## src/rtl/stream_utils_pkg.sv

```systemverilog
// rtl/stream_utils_pkg.sv - shared lane-order constants and lane-index width helper for stream utilities
package stream_utils_pkg;

    localparam bit LANE_ORDER_LSB = 1'b1;
    localparam bit LANE_ORDER_MSB = 1'b0;

    // Width of a lane index; at least one bit even for degenerate lane counts.
    function automatic int lane_width(input int n);
        return (n <= 2) ? 1 : $clog2(n);
    endfunction

endpackage

```

## src/rtl/stream_packer.sv

```systemverilog
// rtl/stream_packer.sv - packs SCALE narrow beats into one wide word with keep mask and packet framing
module stream_packer
    import stream_utils_pkg::*;
#(
    parameter int DW_IN     = 8,
    parameter int SCALE     = 4,
    parameter bit LSB_FIRST = LANE_ORDER_LSB
) (
    input  logic                   clk,
    input  logic                   rst_n,
    input  logic [DW_IN-1:0]       s_data_i,
    input  logic                   s_valid_i,
    input  logic                   s_last_i,
    output logic                   s_ready_o,
    output logic [DW_IN*SCALE-1:0] m_data_o,
    output logic [SCALE-1:0]       m_keep_o,
    output logic                   m_last_o,
    output logic                   m_valid_o,
    input  logic                   m_ready_i
);

    localparam int IW     = lane_width(SCALE);
    localparam int DW_OUT = DW_IN * SCALE;
    localparam logic [IW-1:0] LAST_IDX = IW'(SCALE - 1);

    logic [IW-1:0]     idx;
    logic [IW-1:0]     lane;
    logic [DW_OUT-1:0] acc;
    logic [DW_OUT-1:0] acc_nxt;
    logic [SCALE-1:0]  acc_keep;
    logic [SCALE-1:0]  keep_nxt;
    logic              acc_last;
    logic              pending;
    logic              reset_hold;
    logic              wr;
    logic              rd;
    logic              complete;
    logic              slot_free;

    assign s_ready_o = !pending && !reset_hold;
    assign wr        = s_valid_i && s_ready_o;
    assign rd        = m_valid_o && m_ready_i;
    assign slot_free = !m_valid_o || m_ready_i;
    assign lane      = LSB_FIRST ? idx : (LAST_IDX - idx);
    assign complete  = wr && ((idx == LAST_IDX) || s_last_i);

    // Accumulator view including the beat arriving this cycle.
    for (genvar i = 0; i < SCALE; i++) begin : g_lane
        assign acc_nxt[i*DW_IN +: DW_IN] = (wr && lane == IW'(i)) ? s_data_i : acc[i*DW_IN +: DW_IN];
        assign keep_nxt[i]               = (wr && lane == IW'(i)) || acc_keep[i];
    end

    always_ff @(posedge clk or negedge rst_n) begin
        if (!rst_n) begin
            reset_hold <= 1'b1;
            idx        <= '0;
            acc        <= '0;
            acc_keep   <= '0;
            acc_last   <= 1'b0;
            pending    <= 1'b0;
            m_data_o   <= '0;
            m_keep_o   <= '0;
            m_last_o   <= 1'b0;
            m_valid_o  <= 1'b0;
        end else begin
            reset_hold <= 1'b0;
            if (pending) begin
                // Input is stalled; only a read can drain the parked word.
                if (rd) begin
                    m_data_o  <= acc;
                    m_keep_o  <= acc_keep;
                    m_last_o  <= acc_last;
                    m_valid_o <= 1'b1;
                    pending   <= 1'b0;
                    acc       <= '0;
                    acc_keep  <= '0;
                    acc_last  <= 1'b0;
                end
            end else if (complete) begin
                idx <= '0;
                if (slot_free) begin
                    m_data_o  <= acc_nxt;
                    m_keep_o  <= keep_nxt;
                    m_last_o  <= s_last_i;
                    m_valid_o <= 1'b1;
                    acc       <= '0;
                    acc_keep  <= '0;
                end else begin
                    acc      <= acc_nxt;
                    acc_keep <= keep_nxt;
                    acc_last <= s_last_i;
                    pending  <= 1'b1;
                end
            end else begin
                if (wr) begin
                    acc      <= acc_nxt;
                    acc_keep <= keep_nxt;
                    idx      <= idx + IW'(1);
                end
                if (rd) begin
                    m_valid_o <= 1'b0;
                    m_keep_o  <= '0;
                    m_last_o  <= 1'b0;
                end
            end
        end
    end

endmodule

```

## config.mk

```make
export PLATFORM = sky130hd
export DESIGN_NAME = stream_packer
export DESIGN_NICKNAME = d
export VERILOG_FILES = /design/src/rtl/stream_utils_pkg.sv /design/src/rtl/stream_packer.sv
export SDC_FILE = /design/constraint.sdc
export NUM_CORES = 1
export LEC_CHECK = 0
export ABC_AREA = 1
export BUFFER_PORTS_ARGS = -buffer_cell sky130_fd_sc_hd__buf_4
export CORE_AREA = 2 2 79 119
export CTS_BUF_LIST = sky130_fd_sc_hd__clkbuf_16
export DETAILED_ROUTE_END_ITERATION = 8
export DIE_AREA = 0 0 81 121
export HOLD_SLACK_MARGIN = 0.05
export PLACE_DENSITY = 0.79
export REMOVE_ABC_BUFFERS = 1
export SLEW_MARGIN = 20
export SYNTH_ARGS = -nofsm -noshare
export SYNTH_HDL_FRONTEND = slang
export SYNTH_SLANG_ARGS = --single-unit
```

## constraint.sdc

```tcl
create_clock -name clk -period 2.3 [get_ports clk]
set_input_delay 0.46 -clock clk [delete_from_list [all_inputs] [get_ports clk]]
set_output_delay 0.46 -clock clk [all_outputs]
set_load 0.03 [all_outputs]
```

==> metrics.txt, run 1 <==
Initial DRT Pass Iterations 5; Comb power frac 0.495; antenna viol nets, final 0; Post-route DRC 0; Final TNS setup 0 ps; Sw Pwr 3240 uW; #FFs+latches synth 79; Mapped Area 4680 sq um; clock skew 8.86 ps; endpoints failing setup 0; starting density of the core 0.537; RR Startpoint pending; DIE HEIGHT 121 um; Clock Latency Late Sink 350 ps; # rows 42; Int Pwr 3810 uW; HPWL Detailed 7.70 mm; most frequent CP cell nand2_1; VDD IR-drop max 0.000641 V; initial antenna violation count 0; Slew HR 0.462; IO buf count 51; Worst EP arrival 2290 ps; Post-CTS Hold Buffers 0; Critical Path Fanout Max 32; number of diodes 0; Tightest Pin Transition 806 ps; RSZ-0062 raised after global routing false; power density over cell area 1310 nW/um^2; slowest stage delay, CP 640 ps; CTS root buffer clkbuf_16; Top Ports 52; Final Hold Vio Count 0; Pwr Total 7050 uW; vias in the first global route 4120; sequential fraction of the synthesis area 0.422; clock power share 0.195; NumNets Final 737; Reg power frac 0.310; Iteration-0 DRC Markers 453; Final period util 0.876; Setup Fix Bufs, Post-CTS 0; CTS resizes 0; Crit path required time 2580 ps; WL final 11.9 mm; # H-tree levels 3; GPL Wtd Cong 0.891; largest net degree at the start of global routing 47; total congestion overflow 0; via total after detailed routing 4483; Die Area 9800 sq um; Gate Count Post-Synth 689; Slew Limit Fails 0; worst path cell trace inv_2 -> nand2_1 -> nand2_2 -> nor2_4 -> nand2_1 -> nand2_1; vias per cell 5.37; gate family responsible for the most delay along the worst path simple AND/OR/NAND/NOR gates; CTS tree done; Net Sw Frac 0.460; clk slew on worst S/H paths 60 ps; status completed; leakage dissipation 0.00322 uW; Syn. warnings 0; slowest CP cell nor2_4; f_max 497 MHz; critical path type flip-flop to flip-flop; WL/cell 14.2 um; clk sink count 79; layout cells sized above 1 0.127; Worst setup startpoint pending; CTS Buffer Depth 2; syn_area_per_cell 6.80 sq um; CTS Buf Count 9; maxcap violations 0; area delta synth->final 14.7%; Setup crit start kind flip-flop; final worst path period need 2010 ps; Buf+Inv Stages, Crit Path 1; GRT Total Usage 0.259; first-pass GRT wire length 19.7 mm; Setup crit end kind flip-flop; Die Span X 81 um; synth unique cells 23; Core Footprint 8720 sq um; worst hold path type primary input to async pin
[power groups by stage]
stage	Sequential [uW]	Combinational, uW	Clock, uW
after global routing	2250	3880	1470
after CTS	2190	3490	1410
after floorplan	2610	1840	0
after detailed placement	2210	3450	0
final	2190	3490	1380
after global placement	2180	3370	0
[metrics by stage]
stage	setup WS (ps)	util	hold slack, ps	instance area [sq um]	instances
after global placement	380	0.584	462	5090	819
after detailed placement	309	0.584	466	5090	819
after floorplan	-210	-	164	4430	642
after CTS	301	0.616	150	5380	835
final	286	0.616	125	5380	835
after global routing	157	0.616	169	5380	835
[layer usage]
metal / vias to the layer above / part of all wire / GRT usage
li1: 2206 / - / -
met1: 2065 / 0.41 / 0.345
met2: 176 / 0.49 / 0.405
met3: 36 / 0.065 / 0.0432
met4: 0 / 0.038 / 0.127
met5: - / 0 / 0
[cells in the mapped netlist]
library cell / n / area [sq um]
a21oi_1: 4 / 20.0
buf_1: 7 / 26.3
buf_2: 16 / 80.1
buf_4: 4 / 30.0
buf_6: 6 / 67.6
clkbuf_1: 14 / 52.6
conb_1: 1 / 3.75
dfrtp_1: 78 / 1950
dfstp_2: 1 / 26.3
ha_1: 4 / 50.1
inv_1: 87 / 327
inv_2: 1 / 3.75
nand2_1: 303 / 1140
nand2_2: 4 / 25.0
nand3_1: 41 / 205
nand3_2: 5 / 50.1
nand4_1: 64 / 400
nor2_1: 36 / 135
nor2_4: 1 / 11.3
nor2_8: 1 / 20.0
o21ai_0: 9 / 45.0
o21ai_2: 1 / 8.76
o31ai_1: 1 / 7.51
[kinds of logic (layout without fill, tap and decap cells)]
kind of cell | after synthesis | after routing | synth area share
other | 1 | 1 | 0.000801
adders and majority gates | 4 | 4 | 0.0107
and+or+nand+nor | 455 | 455 | 0.424
AOI/OAI and AO/OA | 15 | 15 | 0.0174
DFF | 79 | 79 | 0.422
buffers and inverters | 135 | 171 | 0.125
[registers in the layout (all words and copies together) (netlist names)]
register,count
acc_last,1
m_keep_o,4
m_valid_o,1
m_last_o,1
m_data_o,32
acc_keep,4
acc,32
idx,2
reset_hold,1
pending,1
[cells in the final DEF (no fill, tap or decap), types with 2 or more instances in the layout]
cell type	Yosys	routed
clkbuf_16	0	9
nand4_1	64	64
buf_12	0	2
nand2_2	4	4
nand3_1	41	41
inv_1	87	89
a21oi_1	4	4
o21ai_0	9	9
nand2_1	303	303
nand3_2	5	5
clkinv_1	0	3
nor2_1	36	36
dfrtp_1	78	78
buf_4	4	65
ha_1	4	4
[worst reg2reg max path: cells and delay by family, from the launching register on]
kind / cells / cell delay [ps]
flip-flops: 1 / 580
buffers and inverters: 1 / 260
AND/OR/NAND/NOR: 5 / 1110
[cell type report]
class	count	area [sq um]
clock inverter	7	56.3
multi-input combinational	475	2120
inverter	88	330
timing repair buffer	67	528
fill	836	3350
sequential	79	1980
clock buffer	9	225
tap	110	138
[path summary, 6_finish.rpt]
| path | to | slack, ps | cells after the start |
|---|---|---|---|
| max | acc[2] | 290 | 6 |
| min | acc[17] | 130 | 1 |
| max reg2reg | acc[2] | 290 | 6 |
| min reg2reg | m_data_o[12] | 480 | 2 |
| max in group asynchronous | m_data_o[24] | 1570 | 2 |
| min in group clk | pending | 320 | 2 |
Power figures use the tool's default switching activity.
==> run 2: changes to the inputs <==
Settings changed: CORE_AREA 2 2 79 119 to 2 2 96 98, DIE_AREA 0 0 81 121 to 0 0 98 100.
==> run 2 against run 1 <==
- sequential power hardly changed
- die area hardly changed
- global-route usage is 1.7 points lower
- critical path type unchanged
- critical endpoint is now acc[30]
==> metrics.txt, run 2 (synthesized netlist as in run 1, its figures left out) <==
GRT Total Usage 0.242 (-0.0166); Slew Limit Fails 0 (unchanged); NumNets Final 735 (-0.27%); clk sink count 79 (unchanged); Setup crit end kind flip-flop; grt peak-use layer met2; Worst EP arrival 2260 ps (-30 ps); leakage dissipation 0.00320 uW (-0.71%); Area after DPL 5080 sq um (-0.27%); clock power share 0.188 (-0.007); top flop regs acc (32), m_data_o (32); VDD IR-drop max 0.000668 V (+4.2%); Reg power frac 0.315 (+0.005); Int Pwr 3690 uW (-3.1%); worst path cell trace nor2_8 -> nand2_2 -> nand2_1 -> nand2_2 -> nor2_4 -> nand2_1 -> nand2_1; vias in the first global route 4178 (+1.4%); antenna viol nets, final 0 (unchanged); vias per cell 5.29 (-1.6%); Crit path required time 2570 ps (about the same); Sw Pwr 3240 uW (about the same); Final period util 0.862 (-0.0140); most frequent cells in the layout nand2_1, inv_1, dfrtp_1, nand4_1, buf_4; Clock Latency Late Sink 340 ps (about the same); CTS Buf Count 9 (unchanged); total congestion overflow 0 (unchanged); via total after detailed routing 4408 (-1.7%); CTS resizes 0 (unchanged); maxcap violations 0 (unchanged); CTS tree done; Final Hold Vio Count 0 (unchanged); final worst path period need 1980 ps (-32.3 ps); WL/cell 13.7 um (-3.6%); HPWL Detailed 7.20 mm (-6.5%); worst r2r path cells 7 (+1); grt met3 use 0.0286 (-0.0146); Iteration-0 DRC Markers 259 (-43%); CTS Buffer Depth 2 (unchanged); worst hold path type primary input to async pin; slowest CP cell nor2_4; power density over cell area 1300 nW/um^2 (-1.2%); Setup WS post-layout 318 ps (+32.3 ps); initial antenna violation count 0 (unchanged); slowest stage delay, CP 630 ps (about the same); starting density of the core 0.527 (-0.0101); RSZ-0062 raised after global routing false; DIE HEIGHT 100 um (-17%); critical path type flip-flop to flip-flop; area delta synth->final 14.2%; grt met2 use 0.411 (+0.00653); Post-route DRC 0 (unchanged); f_max 505 MHz (+1.6%); Comb power frac 0.496 (about the same); grt met1 use 0.327 (-0.0183); GPL Wtd Cong 0.856 (-4.0%); layout cells sized above 1 0.127 (+0.000351); Post-CTS Hold Buffers 0 (unchanged); # rows 35 (-17%); endpoints failing setup 0 (unchanged); FILL cells 845 (+1.1%); flop-to-flop setup slack 320 ps (+30 ps); IO buf count 51 (unchanged); Core Footprint 8890 sq um (+1.9%); Net Sw Frac 0.467 (+0.00765); dpl ws 367 ps (+58.1 ps); WL final 11.4 mm (-3.7%); Slew HR 0.473 (+0.0109); most common cell after layout, fill and taps aside nand2_1; RR Startpoint pending; Initial DRT Pass Iterations 5 (unchanged); largest net degree at the start of global routing 51 (+8.5%); Die Span X 98 um (+21%); status completed; Top Ports 52 (unchanged); Finished Cell Area 5350 sq um (-0.51%); clk slew on worst S/H paths 60 ps (about the same); clock skew 7.31 ps (-1.54 ps); Setup Fix Bufs, Post-CTS 0 (unchanged); most frequent CP cell nand2_1; first-pass GRT wire length 19.6 mm (-0.39%); FF-to-FF End acc[30]; Critical Path Fanout Max 32 (unchanged); Tightest Pin Transition 789 ps (-16.4 ps); Setup crit start kind flip-flop; number of diodes 0 (unchanged); # H-tree levels 3 (unchanged); Die Area 9800 sq um (about the same); CTS root buffer clkbuf_16
## run 2: through the flow
| stage | cells | utilization | power, uW | setup TNS [ps] | hold slack [ps] |
|---|---|---|---|---|---|
| after floorplan | 642 | - | 4450 | -6880 | 164 |
| after global placement | 818 | 0.571 | 5540 | 0 | 421 |
| after detailed placement | 818 | 0.571 | 5640 | 0 | 427 |
| after CTS | 834 | 0.602 | 6970 | 0 | 69.7 |
| after global routing | 834 | 0.602 | 7480 | 0 | 85.9 |
| final | 834 | 0.602 | 6930 | 0 | 53.0 |
## run 2: power by group through the flow
stage / clock (uW) / combinational [uW] / sequential (uW)
final: 1310 / 3440 / 2190
after global routing: 1370 / 3860 / 2250
after CTS: 1320 / 3460 / 2190
after detailed placement: 0 / 3440 / 2210
after global placement: 0 / 3350 / 2180
after floorplan: 0 / 1840 / 2610
## run 2: how the worst max path moves through the flow
stage,start,to,slack (ps),depth (start not counted)
final,pending,acc[30],320,7
after global routing,pending,acc[18],160,8
after CTS,pending,acc[30],320,7
after detailed placement,m_ready_i,acc[22],370,7
after global placement,pending,acc[31],430,7
after floorplan,pending,m_keep_o[0],-210,5
## run 2: layout make-up
class	count	area (sq um)	share of cell area
flip-flops and latches	79	1980	0.370
clock buffers	9	225	0.0421
well taps	111	139	0.0260
multi-input cells	475	2120	0.396
repair buffers	65	513	0.0959
inverters	88	330	0.0618
clock inverters	7	42.5	0.00796
## run 2: metal layers
layer | share of wire | vias to the layer above | routed length, um
li1 | - | 2192 | -
met1 | 0.44 | 2048 | 5010
met2 | 0.49 | 146 | 5540
met3 | 0.057 | 22 | 646
met4 | 0.018 | 0 | 211
met5 | 0 | - | 0
## run 2: worst max-delay path, delay by kind of cell (launching register included)
| kind | cells | cell delay (ps) |
|---|---|---|
| simple gates | 7 | 1390 |
| flops | 1 | 510 |
